===== config.mk =====
export PLATFORM = sky130hd
export DESIGN_NAME = multdiv_unit
export DESIGN_NICKNAME = d
export VERILOG_FILES = /design/src/rtl/multdiv_unit.sv
export SDC_FILE = /design/constraint.sdc
export NUM_CORES = 1
export LEC_CHECK = 0
export BUFFER_PORTS_ARGS = -buffer_cell sky130_fd_sc_hd__buf_2
export CORE_MARGIN = 5
export CORE_UTILIZATION = 66
export CTS_BUF_LIST = sky130_fd_sc_hd__clkbuf_16
export CTS_CLUSTER_SIZE = 10
export DETAILED_ROUTE_END_ITERATION = 10
export GPL_TIMING_DRIVEN = 0
export PLACE_DENSITY = 0.83
export SLEW_MARGIN = 20
export SYNTH_ARGS = -nofsm -noshare
export SYNTH_HDL_FRONTEND = slang
export SYNTH_SLANG_ARGS = --single-unit

===== constraint.sdc =====
create_clock -name clock -period 14.3 [get_ports clock]
set_input_delay 2.145 -clock clock [delete_from_list [all_inputs] [get_ports clock]]
set_output_delay 2.145 -clock clock [all_outputs]
set_load 0.01 [all_outputs]

===== src/rtl/multdiv_unit.sv =====
// Iterative signed 32-bit multiply/divide unit: one radix-2 step per cycle,
// fixed 33-edge latency from the start edge to the registered result strobe.
module multdiv_unit (
    input  logic        clock,
    input  logic        reset,
    input  logic [31:0] data_operandA,
    input  logic [31:0] data_operandB,
    input  logic        ctrl_MULT,
    input  logic        ctrl_DIV,
    output logic [31:0] data_result,
    output logic        data_exception,
    output logic        data_resultRDY
);

    localparam logic [1:0] IDLE = 2'd0;
    localparam logic [1:0] MUL  = 2'd1;
    localparam logic [1:0] DIV  = 2'd2;
    localparam logic [1:0] DONE = 2'd3;

    logic [1:0]  state;
    logic [5:0]  count;

    logic [63:0] prod;
    logic [63:0] mcand;
    logic [31:0] mplier;

    logic [31:0] rem;
    logic [31:0] quo;
    logic [31:0] dvs;
    logic        res_neg;
    logic        b_zero;

    logic [31:0] abs_a;
    logic [31:0] abs_b;
    logic [63:0] prod_step;
    logic        mul_ovf;
    logic [32:0] shifted;
    logic [32:0] diff;
    logic        fits;
    logic [31:0] quo_signed;
    logic        div_ovf;

    always_comb begin
        abs_a = data_operandA[31] ? (~data_operandA + 32'd1) : data_operandA;
        abs_b = data_operandB[31] ? (~data_operandB + 32'd1) : data_operandB;

        // Bit 31 of a two's-complement multiplier carries negative weight.
        prod_step = prod;
        if (mplier[0]) begin
            if (count == 6'd31)
                prod_step = prod - mcand;
            else
                prod_step = prod + mcand;
        end
        mul_ovf = !((&prod[63:31]) || !(|prod[63:31]));

        shifted    = {rem, quo[31]};
        diff       = shifted - {1'b0, dvs};
        fits       = (shifted >= {1'b0, dvs});
        quo_signed = res_neg ? (~quo + 32'd1) : quo;
        // Only 0x80000000 / -1 yields a positive magnitude of 2^31.
        div_ovf    = !res_neg && quo[31];
    end

    always_ff @(posedge clock) begin
        if (reset) begin
            state          <= IDLE;
            count          <= '0;
            data_result    <= '0;
            data_exception <= 1'b0;
            data_resultRDY <= 1'b0;
            prod           <= '0;
            mcand          <= '0;
            mplier         <= '0;
            rem            <= '0;
            quo            <= '0;
            dvs            <= '0;
            res_neg        <= 1'b0;
            b_zero         <= 1'b0;
        end else if (ctrl_MULT) begin
            state          <= MUL;
            count          <= '0;
            data_resultRDY <= 1'b0;
            prod           <= '0;
            mcand          <= {{32{data_operandA[31]}}, data_operandA};
            mplier         <= data_operandB;
        end else if (ctrl_DIV) begin
            state          <= DIV;
            count          <= '0;
            data_resultRDY <= 1'b0;
            rem            <= '0;
            quo            <= abs_a;
            dvs            <= abs_b;
            res_neg        <= data_operandA[31] ^ data_operandB[31];
            b_zero         <= (data_operandB == 32'd0);
        end else begin
            case (state)
                IDLE: begin
                    data_resultRDY <= 1'b0;
                end
                MUL: begin
                    if (count == 6'd32) begin
                        data_result    <= prod[31:0];
                        data_exception <= mul_ovf;
                        data_resultRDY <= 1'b1;
                        state          <= DONE;
                    end else begin
                        prod   <= prod_step;
                        mcand  <= mcand << 1;
                        mplier <= mplier >> 1;
                        count  <= count + 6'd1;
                    end
                end
                DIV: begin
                    if (count == 6'd32) begin
                        if (b_zero) begin
                            data_result    <= '0;
                            data_exception <= 1'b1;
                        end else begin
                            data_result    <= quo_signed;
                            data_exception <= div_ovf;
                        end
                        data_resultRDY <= 1'b1;
                        state          <= DONE;
                    end else begin
                        rem   <= fits ? diff[31:0] : shifted[31:0];
                        quo   <= {quo[30:0], fits};
                        count <= count + 6'd1;
                    end
                end
                DONE: begin
                    data_resultRDY <= 1'b0;
                    state          <= IDLE;
                end
                default: begin
                    data_resultRDY <= 1'b0;
                    state          <= IDLE;
                end
            endcase
        end
    end

endmodule


# Word level (Yosys, flattened, before mapping)
# Cells that the tools add are included.
[classes]
add_sub_neg = 7
order_cmp = 1
mux = 33
bitwise_logic = 7
reduce_logical = 26
n_eq_ne = 13
[ops]
columns = ["op", "count"]
rows = [
  ["32-bit 2-to-1 mux", 17],
  ["64-bit 2-to-1 mux", 5],
  ["32-bit by 1-bit adder with 32-bit output (second input constant)", 3],
  ["32-bit NOT", 3],
  ["64-bit adder", 1],
  ["32-bit case mux with 2 select lines", 1],
  ["64-bit subtractor", 1],
  ["33-bit by 32-bit >= comparator with 1-bit output", 1],
  ["33-bit AND reduction", 1],
  ["33-bit OR reduction", 1],
  ["32-bit logical NOT", 1],
  ["32-bit subtractor", 1],
  ["2-bit != test (second input constant)", 5],
  ["2-bit AND reduction", 4],
  ["6-bit by 1-bit adder with 6-bit output (second input constant)", 1],
  ["6-bit by 5-bit == test with 1-bit output (second input constant)", 1],
  ["6-bit == test (second input constant)", 1],
  ["3-bit AND reduction", 2],
  ["2-bit nonzero test", 3],
  ["2-bit OR reduction", 3],
  ["1-bit 2-to-1 mux", 5],
  ["5-bit AND reduction", 1],
  ["2-bit == test (second input constant)", 2],
  ["2-bit 2-to-1 mux", 2],
  ["16 further kinds", 21],
]
[word_totals]
output_inout_bits = 34
inputBits = 68
ff_bits = 300

# Longest topological paths before layout
[logic_depth]
depth_word = 6
mapped_depth = 22
mapped_depth_nobuf = 21

# Worst setup path after synthesis
# No wires, ideal clock.
[synth_path]
kind = "input-to-reg"
start = "input data_operandB[10]"
end = "register dvs[28]"
required_time_ns = 14.165
path_slack_ns = 9.134
arrival_ns = 5.031
path_buffers = 0
stages = 9
cell_sequence = "or4_1 > or3_1 > or3_1 > or2_2 > or3_1 > or4_1 > o31ai_1 > xor2_1 > a21boi_0"
[synth_via]
elab_chain_cells = 3
[synth_rtl]
columns = ["item", "line_no", "source"]
rows = [
  ["start: declaration", "7", "input logic [31:0] data_operandB,"],
  ["32-bit NOT", "45", "abs_b = data_operandB[31] ? (~data_operandB + 32'd1) : data_operandB;"],
  ["32-bit by 1-bit adder with 32-bit output", "45", ""],
  ["32-bit 2-to-1 mux", "45", ""],
  ["end signal: assignment", "93", "dvs <= abs_b;"],
  ["end: declaration", "29", "logic [31:0] dvs;"],
]
# No other way between the ends.
# A chain may end at the register's enable or synchronous reset.

# Final worst setup path
[layout_path]
start = "register mcand[2]"
end = "register prod[63]"
[layout_via]
elab_chain_cells = 2
elab_cells_between_ends = 3
classes_between = "add/sub (2); mux (1)"
[layout_rtl]
columns = ["item", "line_no", "source"]
rows = [
  ["start: declaration", "24", "logic [63:0] mcand;"],
  ["start signal: assignment", "85", "mcand <= {{32{data_operandA[31]}}, data_operandA};"],
  ["start signal: assignment", "109", "mcand <= mcand << 1;"],
  ["64-bit adder or 64-bit subtractor (tied branches)", "53, 51", ""],
  ["64-bit 2-to-1 mux (*)", "50", "if (count == 6'd31)"],
  ["end signal: assignment", "108", "prod <= prod_step;"],
  ["end: declaration", "23", "logic [63:0] prod;"],
]
# Mark *: on every way between the ends. The rest lies on a longest branch, timed or not.

==> results.json <==
{
  "area_growth_pct": 9.59,
  "initial_core_util": 0.673,
  "grt_pass1_wl_um": 106000,
  "nFillCells": 2461,
  "syn_avg_cell_area_um2": 7.55,
  "path_class": "reg2reg",
  "gp_congestion": 0.982,
  "multi_input_area_mm2": 0.0138,
  "routedWlPerCell_um": 20.6,
  "dr_total_vias": 21500,
  "setup_slack_ns": 7.98,
  "yosysTopAreaCellShare": 0.290,
  "dr.pass1.iters": 6,
  "io_pins": 102,
  "layout-drive-gt1-share": 0.0599,
  "yosys_warnings": 0,
  "final-hold-violation-count": 0,
  "yosysTopAreaCell": "dfxtp_1",
  "hold_buffers": 0,
  "cpMaxStageDelayCell": "o31ai_1",
  "rsz0062_at_grt": "no",
  "slew_headroom": 0.348,
  "cp.arrival_ns": 6.73,
  "run_status": "completed",
  "ys_seq_elements": 300,
  "post-route-period-util": 0.442,
  "ys_seq_area_frac": 0.290,
  "synth_common_cells": "nor2_1, dfxtp_1, a21oi_1",
  "cts-root-buf": "clkbuf_16",
  "gr-total-overflow": 0,
  "critPathTopFamily": "simple AND/OR/NAND/NOR gates",
  "antenna_found_initial": 7,
  "path_cells": "clkbuf_1 > nor4_1 > nand2_1 > or3_1 > nor2_1 > nand3b_1 > nor2_1 > nand3b_1 > o21ai_0 > xor2_1 > ha_1 > clkbuf_1 > nand2_1 > nor2_1 > nand2_1 > or3_1 > o32ai_1 > nor4b_1 > o31ai_1 > a21o_1 > xor2_1 > a31o_2",
  "detail-route-antenna-nets": 0,
  "port_buffers": 98,
  "startpoint_type": "register",
  "clk_latency_ns": 0.53,
  "yosysMostFrequentCell": "nor2_1",
  "clock-sinks": 300,
  "worst-path-buf-inv": 2,
  "clock_skew_ns": 0.0210,
  "num_rows": 64,
  "synth_flop_cell": "dfxtp_1",
  "required_ns": 14.71,
  "dp_hpwl_um": 51700,
  "synth_edf_count": 0,
  "final.min_clock_period_ns": 6.32,
  "power_density_mw_per_mm2": 93.1,
  "synth_area_mm2": 0.0207,
  "setup_viol": 0,
  "p_leak_nw": 9.02,
  "clockBufferDepth": 3,
  "syn-num-nets": 2913,
  "grt_pass1_vias": 20100,
  "drc": 0,
  "clk_pin_slew_worst_paths_ns": 0.06,
  "max_cap_violations": 0,
  "placed_area_mm2": 0.0217,
  "htreeDepth": 2,
  "post-place-ws_ns": 8.17,
  "hold_class": "reg2reg",
  "die_h_um": 187,
  "dieArea_mm2": 0.0350,
  "worst-slew-pin-transition_ns": 0.974,
  "die-width_um": 187,
  "post_cts_buffers": 0,
  "cts_buffers": 37,
  "synthTopCellsByArea": "dfxtp_1, nor2_1, a21oi_1",
  "hold-worst-slack_ns": 0.454,
  "vias_per_cell": 6.55,
  "fin_nets": 3050,
  "finish.instance_area_mm2": 0.0227,
  "max_freq_mhz": 158,
  "slowest_delay_ns": 0.74,
  "drt_iter0_markers": 2209,
  "grt_use_total": 0.366,
  "cts_tree": "done",
  "cts-resized-gates": 0,
  "cp-end-kind": "register",
  "worstPathMaxFanout": 9,
  "drt-total-wl_um": 67800,
  "grt_max_degree": 11,
  "regArea_mm2": 0.00601,
  "async_flop_share": 0,
  "synth_cells": 2739,
  "synth_cell_types": 73,
  "peakVddDrop_uv": 87.8,
  "slew_viol_final": 0,
  "core_mm2": 0.0307,
  "fin_setup_tns_ns": 0
}
## worst min-delay path, delay by kind of cell (launching register included)
kind	cells	cell delay [ns]
flops	1	0.31
simple gates	1	0.05
compound gates	1	0.05
## power breakdown
part	leakage, nW	switching [mW]	internal [mW]
Sequential	2.45	0.0354	0.865
Clock	0.502	0.362	0.461
Combinational	6.08	0.243	0.144
## path summary, 6_finish.rpt
check | from | endpoint | slack, ns | depth (start not counted)
setup / recovery | mcand[2] | prod[63] | 7.98 | 22
hold / removal | data_exception | data_exception | 0.45 | 2
hold reg to reg | data_exception | data_exception | 0.45 | 2
setup reg to reg | mcand[2] | prod[63] | 7.98 | 22
## layout by cell type, fill, tap and decap left out, types with 7 or more instances in the layout
cell and count:
a211oi_1 94, a21boi_0 14, a21o_1 44, a21oi_1 263, a221oi_1 34, a22o_1 16, a31o_2 8, a31oi_1 15
a32oi_1 8, and2_1 10, and3_1 15, buf_1 18, buf_2 99, clkbuf_1 144, clkbuf_16 37, dfxtp_1 300
ha_1 104, inv_1 80, mux2i_1 66, nand2_1 242, nand2b_1 26, nand3_1 34, nand3b_1 7, nand4_1 33
nor2_1 391, nor2b_1 53, nor3_1 70, nor4_1 30, o21a_1 12, o21ai_0 157, o21bai_1 22, o31ai_1 52
o41ai_1 15, or2_2 11, or3_1 29, or4_1 15, xnor2_1 109, xor2_1 120
## routing by layer
metal	vias to the layer above	track usage	wire (um)
li1	10100	-	-
met1	10100	0.494	27700
met2	1136	0.588	30300
met3	188	0.0704	7210
met4	10	0.134	2540
met5	-	0	64
## layout make-up
| class | count | area share |
|---|---|---|
| Inverter | 76 | 0.0126 |
| Multi-Input combinational cell | 2199 | 0.608 |
| Timing Repair Buffer | 98 | 0.0216 |
| Sequential cell | 300 | 0.265 |
| Clock inverter | 13 | 0.00270 |
| Antenna cell | 2 | 0.000221 |
| Clock buffer | 37 | 0.0408 |
| Buffer | 164 | 0.0273 |
| Tap cell | 396 | 0.0219 |
## state kept, by name, summed over array words and instances (netlist names)
| name | count |
|---|---|
| data_result | 32 |
| count | 6 |
| rem | 32 |
| prod | 64 |
| mplier | 32 |
| b_zero | 1 |
| res_neg | 1 |
| dvs | 32 |
| mcand | 64 |
| data_exception | 1 |
| quo | 32 |
| data_resultRDY | 1 |
| state | 2 |
## logic make-up after synthesis
group	Yosys count	share of synthesized area
adder cells (fa/ha/maj)	106	0.0648
multiplexers	67	0.0325
buffers and inverters	240	0.0437
AND/OR/NAND/NOR	984	0.218
XOR/XNOR	229	0.0970
flip-flops	300	0.290
AO/OA/AOI/OAI	813	0.253
## per-stage QoR
step,util,cells,power (mW)
4_1_cts,0.737,3283,2.09
2_1_floorplan,-,2739,1.18
6_report,0.737,3285,2.11
5_1_grt,0.737,3285,2.18
3_5_place_dp,0.705,3233,1.29
3_3_place_gp,0.705,3233,1.28
(Power assumes the default switching activity.)
